### src/rtl/pipeline_ctrl.sv
// Pipeline hazard / stall controller for a classic five-stage pipeline.
// Produces the pipeline-register enables and bubble clears, freezes the
// pipeline during multi-cycle multiply/divide, and parks in a halted state
// after a halt syscall retires until 'go' is asserted.
module pipeline_ctrl #(
  parameter int MD_LATENCY = 32,
  parameter int REG_BITS   = 5,
  parameter int CNT_BITS   = 32
) (
  input  logic                clk,
  input  logic                rst,
  input  logic [REG_BITS-1:0] id_rs,
  input  logic [REG_BITS-1:0] id_rt,
  input  logic                id_uses_rs,
  input  logic                id_uses_rt,
  input  logic                ex_mem_read,
  input  logic [REG_BITS-1:0] ex_rt,
  input  logic                ex_branch_taken,
  input  logic                ex_md_start,
  input  logic                wb_halt,
  input  logic                go,
  output logic                pc_en,
  output logic                ifid_en,
  output logic                idex_en,
  output logic                exmem_en,
  output logic                memwb_en,
  output logic                ifid_clr,
  output logic                idex_clr,
  output logic                md_done,
  output logic                halted,
  output logic [CNT_BITS-1:0] stall_cycles
);

  typedef enum logic [1:0] {
    ST_RUN     = 2'd0,
    ST_MD_WAIT = 2'd1,
    ST_HALTED  = 2'd2
  } state_e;

  // Countdown is loaded with MD_LATENCY-1; MD_LATENCY never exceeds 255.
  localparam logic [7:0] LP_MD_LOAD = 8'(MD_LATENCY - 1);

  state_e              r_state;
  state_e              w_state_nxt;
  logic [7:0]          r_md_cnt;
  logic [7:0]          w_md_cnt_nxt;
  logic                r_md_done;
  logic                r_halted;
  logic [CNT_BITS-1:0] r_stall_cycles;
  logic                w_load_use;
  logic                w_md_finish;

  // Load-use hazard: the load in EX targets a non-zero register that ID reads.
  always_comb begin
    w_load_use = ex_mem_read && (ex_rt != '0) &&
                 ((id_uses_rs && (id_rs == ex_rt)) ||
                  (id_uses_rt && (id_rt == ex_rt)));
  end

  // Next-state and combinational enable/clear decode, highest priority first.
  always_comb begin
    // NOTE: every signal gets a default before any branch so that no path
    // leaves it unassigned, which would otherwise infer a latch.
    w_state_nxt  = r_state;
    w_md_cnt_nxt = r_md_cnt;
    w_md_finish  = 1'b0;
    pc_en        = 1'b1;
    ifid_en      = 1'b1;
    idex_en      = 1'b1;
    exmem_en     = 1'b1;
    memwb_en     = 1'b1;
    ifid_clr     = 1'b0;
    idex_clr     = 1'b0;

    if (!rst) begin
      // Flush both front-end registers while in reset; everything clocks.
      ifid_clr = 1'b1;
      idex_clr = 1'b1;
    end else begin
      unique case (r_state)
        ST_RUN: begin
          if (wb_halt) begin
            w_state_nxt = ST_HALTED;
          end else if (ex_md_start) begin
            pc_en        = 1'b0;
            ifid_en      = 1'b0;
            idex_en      = 1'b0;
            exmem_en     = 1'b0;
            memwb_en     = 1'b0;
            w_state_nxt  = ST_MD_WAIT;
            w_md_cnt_nxt = LP_MD_LOAD;
          end else if (ex_branch_taken) begin
            // Squash the two wrong-path instructions; a coincident load-use
            // hazard belongs to a squashed instruction and is dropped.
            ifid_clr = 1'b1;
            idex_clr = 1'b1;
          end else if (w_load_use) begin
            pc_en    = 1'b0;
            ifid_en  = 1'b0;
            idex_clr = 1'b1;
          end
        end

        ST_MD_WAIT: begin
          pc_en    = 1'b0;
          ifid_en  = 1'b0;
          idex_en  = 1'b0;
          exmem_en = 1'b0;
          memwb_en = 1'b0;
          if (wb_halt) begin
            w_state_nxt  = ST_HALTED;
            w_md_cnt_nxt = '0;
          end else if (r_md_cnt == '0) begin
            w_state_nxt = ST_RUN;
            w_md_finish = 1'b1;
          end else begin
            w_md_cnt_nxt = r_md_cnt - 8'd1;
          end
        end

        ST_HALTED: begin
          pc_en    = 1'b0;
          ifid_en  = 1'b0;
          idex_en  = 1'b0;
          exmem_en = 1'b0;
          memwb_en = 1'b0;
          if (!wb_halt && go) begin
            w_state_nxt = ST_RUN;
          end
        end

        default: begin
          w_state_nxt = ST_RUN;
        end
      endcase
    end
  end

  // State, countdown, status flags and the saturating stall counter.
  always_ff @(posedge clk) begin
    // NOTE: registered state uses non-blocking assignments so every flop
    // samples pre-edge values regardless of statement order.
    if (!rst) begin
      r_state        <= ST_RUN;
      r_md_cnt       <= '0;
      r_md_done      <= 1'b0;
      r_halted       <= 1'b0;
      r_stall_cycles <= '0;
    end else begin
      r_state   <= w_state_nxt;
      r_md_cnt  <= w_md_cnt_nxt;
      r_md_done <= w_md_finish;
      r_halted  <= (w_state_nxt == ST_HALTED);
      if (!pc_en && (r_state != ST_HALTED) && (r_stall_cycles != '1)) begin
        r_stall_cycles <= r_stall_cycles + CNT_BITS'(1);
      end
    end
  end

  assign md_done      = r_md_done;
  assign halted       = r_halted;
  assign stall_cycles = r_stall_cycles;

endmodule
### config.mk
export PLATFORM = sky130hd
export DESIGN_NAME = pipeline_ctrl
export DESIGN_NICKNAME = d
export VERILOG_FILES = /design/src/rtl/pipeline_ctrl.sv
export SDC_FILE = /design/constraint.sdc
export NUM_CORES = 1
export LEC_CHECK = 0
export CORE_MARGIN = 1
export CORE_UTILIZATION = 55
export CTS_BUF_LIST = sky130_fd_sc_hd__clkbuf_16
export DETAILED_ROUTE_END_ITERATION = 12
export DONT_BUFFER_PORTS = 1
export PLACE_DENSITY = 0.8
export SLEW_MARGIN = 10
export SYNTH_ARGS = -nofsm -noshare
export SYNTH_HDL_FRONTEND = slang
export SYNTH_SLANG_ARGS = --single-unit
### constraint.sdc
create_clock -name clk -period 3 [get_ports clk]
set_input_delay 0.6 -clock clk [delete_from_list [all_inputs] [get_ports clk]]
set_output_delay 0.6 -clock clk [all_outputs]
set_load 0.005 [all_outputs]
=== After elaboration in Yosys (flattened, before gate mapping) ===
Index checks and enable logic that the tools add are counted.

* Flip-flop bits (word level): 44
* Output and inout port bits: 41
* Word-level logic and storage cells: 70

* Add/sub/neg operators: 2
* Equal/unequal tests: 10
* Multiplexer cells: 34
* Bitwise gates (word level): 2
* Reduce and logical (&&, ||, !) cells: 17

{| class="wikitable"
|+ Operator list
! operator !! count
|-
| 32-bit by 1-bit adder with 32-bit output, second input constant || 1
|-
| 8-bit two-way mux || 4
|-
| 32-bit inequality test, second input constant || 1
|-
| 1-bit two-way mux || 20
|-
| 8-bit one-hot mux with 2 select lines || 1
|-
| 2-bit two-way mux || 6
|-
| 5-bit equality test || 2
|-
| 8-bit logical NOT || 1
|-
| 8-bit by 1-bit subtractor with 8-bit output, second input constant || 1
|-
| 1-bit logical AND || 7
|-
| 2-bit inequality test, second input constant || 3
|-
| 2-bit one-hot mux with 3 select lines || 1
|-
| 5-bit nonzero test || 1
|-
| 2-bit equality test, second input constant || 2
|-
| 1-bit one-hot mux with 2 select lines || 2
|-
| 4-bit AND reduction || 1
|-
| 3-bit inequality test, second input constant || 1
|-
| 3-bit OR reduction || 1
|-
| 2-bit by 1-bit equality test with 1-bit output, second input constant || 1
|-
| 1-bit logical NOT || 2
|-
| 2-bit logical NOT || 1
|-
| 1-bit inverter || 2
|-
| 2-bit nonzero test || 1
|-
| 2-bit OR reduction || 1
|-
| 1-bit logical OR || 1
|}

=== Depth between registers and ports, before layout ===
* Depth in word-level cells: 13
* Mapped depth: 10
* Depth with buffers taken out: 8

=== Worst setup path after synthesis ===
No wires, ideal clock.

* Kind: input-to-reg
* Start: input port wb_halt
* End: register r_stall_cycles[24], in the netlist stall_cycles[24]
* Library setup time: 116 ps
* Arrival: 2320 ps
* Required time: 2884 ps
* Slack: 564 ps
* Cell stages on the path: 9
* Path buffers: 3
* Cells stage by stage: buf_2 and3b_1 o21ai_0 nor2_1 a21oi_2 buf_2 buf_2 nor2_1 o211a_1

* Longest elaborated chain between the ends: 6

{| class="wikitable"
|+ Ends and longest elaborated chain
! item !! line !! source
|-
| start, declared || 20 || <nowiki>input logic wb_halt,</nowiki>
|-
| 1-bit two-way mux || 82 || <nowiki>if (wb_halt) begin</nowiki>
|-
| 1-bit one-hot mux with 2 select lines || 80 || <nowiki>unique case (r_state)</nowiki>
|-
| 1-bit two-way mux || 75 || <nowiki>if (!rst) begin</nowiki>
|-
| 1-bit logical NOT || 154 || <nowiki>if (!pc_en && (r_state != ST_HALTED) && (r_stall_cycles != '1)) begin</nowiki>
|-
| 1-bit logical AND (2 in a row) || 154 ||
|-
| end signal, assigned || 155 || <nowiki>r_stall_cycles <= r_stall_cycles + CNT_BITS'(1);</nowiki>
|-
| end, declared || 49 || <nowiki>logic [CNT_BITS-1:0] r_stall_cycles;</nowiki>
|}

Every way passes these cells.
A chain may end at the register's enable or synchronous reset.

=== Worst setup path after layout ===
* Start: register r_state[0]
* End: register r_stall_cycles[10], in the netlist stall_cycles[10]

* Longest elaborated chain between the ends: 7
* Elaborated cells between the ends (all ways): 10

{| class="wikitable"
|+ Ends and longest elaborated chain
! item !! line !! source
|-
| start, declared || 43 || <nowiki>state_e r_state;</nowiki>
|-
| start signal, assigned || 150 || <nowiki>r_state <= w_state_nxt;</nowiki>
|-
| 2-bit equality test / 2-bit by 1-bit equality test with 1-bit output (equally long branches) || 80 ||
|-
| 2-bit OR reduction (no source line) || - ||
|-
| 1-bit one-hot mux with 2 select lines || 80 ||
|-
| 1-bit two-way mux || 75 ||
|-
| 1-bit logical NOT || 154 ||
|-
| 1-bit logical AND * (2 in a row) || 154 ||
|}

Every way passes the cells marked *; elsewhere a longest branch is shown, timed or not.

==> impl_metrics.env <==
export IMPL_drt_iter0_drc=171
export IMPL_slowest_stage="or4_1"
export IMPL_ys_types=51
export IMPL_areaGrowthSynthToFinish_pct=6.60
export IMPL_post_route_period_util=0.863
export IMPL_grt_pass1_vias=2132
export IMPL_clock_sinks=44
export IMPL_yosysTopAreaCell="dfxtp_1"
export IMPL_drc=0
export IMPL_critPathBufInv=2
export IMPL_grtUsageMet3=0.0649
export IMPL_portBuffers=0
export IMPL_rows=24
export IMPL_hold_path_class="in -> reg"
export IMPL_power_density_mw_per_mm2=469
export IMPL_antenna_found_initial=0
export IMPL_die_w_um=70.5
export IMPL_syn_area_mm2=0.00258
export IMPL_clkTransAtPathRegs_ns=0.06
export IMPL_syn_nets=353
export IMPL_synth_cells=323
export IMPL_layout_drive_gt1_share=0.0601
export IMPL_vias=2372
export IMPL_grt_pass1_wl_um=9510
export IMPL_worstSkewPairLatency_ns=0.28
export IMPL_r2r_end="stall_cycles[10]"
export IMPL_dp_cells=360
export IMPL_avgViaCountPerCell=6.45
export IMPL_finClkSkew_ns=0.00761
export IMPL_clk_root_buffer_cell="clkbuf_16"
export IMPL_switching_share=0.246
export IMPL_worstSetupStartpoint="r_state[0]"
export IMPL_synth_edf_count=0
export IMPL_cts_tree="done"
export IMPL_period_minus_slack_ns=2.59
export IMPL_clock_fmax_mhz=386
export IMPL_required_ns=3.20
export IMPL_critical_path_top_delay_family="simple AND/OR/NAND/NOR gates"
export IMPL_reg2reg_from="r_state[0]"
export IMPL_cp_endpoint="stall_cycles[10]"
export IMPL_maxCapViolations=0
export IMPL_setup_viol=0
export IMPL_n_antenna_cell=0
export IMPL_clockBufferDepth=2
export IMPL_crit_chain="inv_1 -> ha_1 -> nor2_1 -> or4_4 -> nor3_2 -> a21oi_4 -> buf_12 -> or4_1 -> a21oi_1"
export IMPL_grt_overflow_total=0
export IMPL_end_kind="flop"
export IMPL_p_total_mw=1.29
export IMPL_rsz0062_at_grt="no"
export IMPL_drt_pass1_iterations=4
export IMPL_vdd_drop_max_uv=348
export IMPL_grt_start_max_net_pins=54
export IMPL_net_switching_power_mw=0.318
export IMPL_tightest_slew_ns=0.518
export IMPL_cts_buffers=5
export IMPL_postCtsResizedCells=0
export IMPL_synth_seq_cells=44
export IMPL_cp_depth=9
export IMPL_slew_headroom=0.650
export IMPL_fill_cells=381
export IMPL_async_flop_share=0
export IMPL_synth_area_leaders="dfxtp_1 34%, o31ai_1 5.0%, a21oi_1 4.7%"
export IMPL_final_cells=368
export IMPL_seq_area_um2=881
export IMPL_multi_input_area_mm2=0.00156
export IMPL_slew_violations=0
export IMPL_hold_viol_final=0
export IMPL_r2r_slack_ns=0.41
export IMPL_grt_usage=0.232
export IMPL_synth_most_common_cell="dfxtp_1"
export IMPL_reg2regPathDepth=9
export IMPL_synthFlopType="dfxtp_1"
export IMPL_power_leakage_nw=0.870
export IMPL_drt_total_wl_um=5640
export IMPL_io_pins=65
export IMPL_route_antenna_remaining_nets=0
export IMPL_hpwl_um=4010
export IMPL_setup_tns_ns=0
export IMPL_post_cts_setup_buffers=0
export IMPL_grt_use_met1=0.298
export IMPL_combPwrFrac=0.119
export IMPL_outcome="completed"
export IMPL_synthTopCellsByCount="44 x dfxtp_1, 24 x a21oi_1, 24 x nand2_1, 20 x nor2_1, 18 x nand3_1"
export IMPL_slowest_delay_ns=0.52
export IMPL_initial_core_util=0.584
export IMPL_cp_max_fo=53
export IMPL_seqPwrFrac=0.483
export IMPL_ctsHoldBuffers=0
export IMPL_fp_coreArea_mm2=0.00441
export IMPL_seq_area_frac_synth=0.342
export IMPL_syn_area_per_cell_um2=7.98
export IMPL_grtUsageMet2=0.379
export IMPL_criticalPathCategory="reg -> reg"
export IMPL_clkPwrFrac=0.398
export IMPL_yosysWarningCount=0
export IMPL_dieArea_mm2=0.00496
export IMPL_cp_arrival_ns=2.79
export IMPL_grt_busiest_layer="met2"
export IMPL_dieHeight_um=70.5
export IMPL_cp_start_kind="flop"
export IMPL_post_drt_wl_per_cell_um=15.3
export IMPL_synth_top_cell_area_share=0.342
export IMPL_utilization=0.622
export IMPL_nets=345
export IMPL_finalWeightedCongestion=0.801
export IMPL_ctsHtreeMaxLevel=2
export IMPL_p_int_mw=0.972
## cells in the final DEF (no fill, tap or decap), types with 2 or more instances in the layout
master / netlist / final
a21boi_1: 2 / 2
a21oi_1: 24 / 24
a22oi_1: 2 / 2
and2_1: 4 / 4
and3_1: 5 / 5
and3b_1: 2 / 2
buf_4: 3 / 5
clkbuf_16: 0 / 5
dfxtp_1: 44 / 44
ha_1: 6 / 6
inv_1: 10 / 12
inv_2: 2 / 2
mux2i_1: 6 / 6
nand2_1: 24 / 24
nand2b_1: 8 / 8
nand3_1: 18 / 18
nand4_1: 14 / 14
nor2_1: 20 / 19
nor2b_1: 2 / 2
nor3_1: 5 / 5
nor4_1: 5 / 5
nor4b_1: 2 / 2
o211ai_1: 2 / 2
o21a_1: 2 / 2
o21ai_0: 11 / 11
o21ai_1: 11 / 11
o311ai_1: 2 / 2
o31ai_1: 17 / 17
o41ai_1: 2 / 2
or3_1: 6 / 6
or4_1: 16 / 16
xnor2_1: 11 / 11
## power groups by stage
stage | registers [mW] | clock network (mW) | logic [mW]
floorplan | 0.632 | 0 | 0.136
global placement | 0.635 | 0 | 0.149
detailed placement | 0.636 | 0 | 0.153
CTS | 0.623 | 0.523 | 0.153
global route | 0.625 | 0.553 | 0.173
finish | 0.623 | 0.514 | 0.153
## layer usage
metal  vias to the layer above  routed length [um]
li1                       1186                   -
met1                      1117                2480
met2                        67                2810
met3                         2                 318
met4                         0                  25
met5                         -                   0
## through the flow
step | area, um^2 | hold slack [ns] | setup slack, ns
3_3_place_gp | 2610 | 0.461 | 0.556
6_report | 2750 | 0.400 | 0.411
5_1_grt | 2750 | 0.390 | 0.214
4_1_cts | 2750 | 0.398 | 0.428
3_5_place_dp | 2610 | 0.478 | 0.451
2_1_floorplan | 2580 | 0.453 | 0.564
## logic make-up (layout without fill, tap and decap cells)
family	Yosys count	count (layout)	synth area share
AND/OR/NAND/NOR	137	137	0.299
AO/OA/AOI/OAI	85	85	0.208
flip-flops	44	44	0.342
buffers and inverters	33	26	0.0578
XOR/XNOR	12	12	0.0408
adder cells (fa/ha/maj)	6	6	0.0291
multiplexers	6	6	0.0233
## sequential cells by signal (all words and copies together) (netlist names)
register	cells
md_done	1
r_state	2
stall_cycles	32
halted	1
r_md_cnt	8
## worst min path at each step
stage	start	to	slack (ns)	cells past startpoint
2_1_floorplan	r_md_cnt[7]	r_md_cnt[7]	0.45	2
3_3_place_gp	r_md_cnt[7]	r_md_cnt[7]	0.46	2
3_5_place_dp	r_md_cnt[7]	r_md_cnt[7]	0.48	2
4_1_cts	wb_halt	md_done	0.40	1
5_1_grt	wb_halt	md_done	0.39	1
6_report	wb_halt	md_done	0.40	1
## cell type report
type | count | area share
well taps | 52 | 0.0237
flip-flops and latches | 44 | 0.321
multi-input cells | 246 | 0.567
clock inverters | 3 | 0.00592
inverters | 12 | 0.0164
clock buffers | 5 | 0.0455
repair buffers | 6 | 0.0209
(Power assumes the default switching activity.)
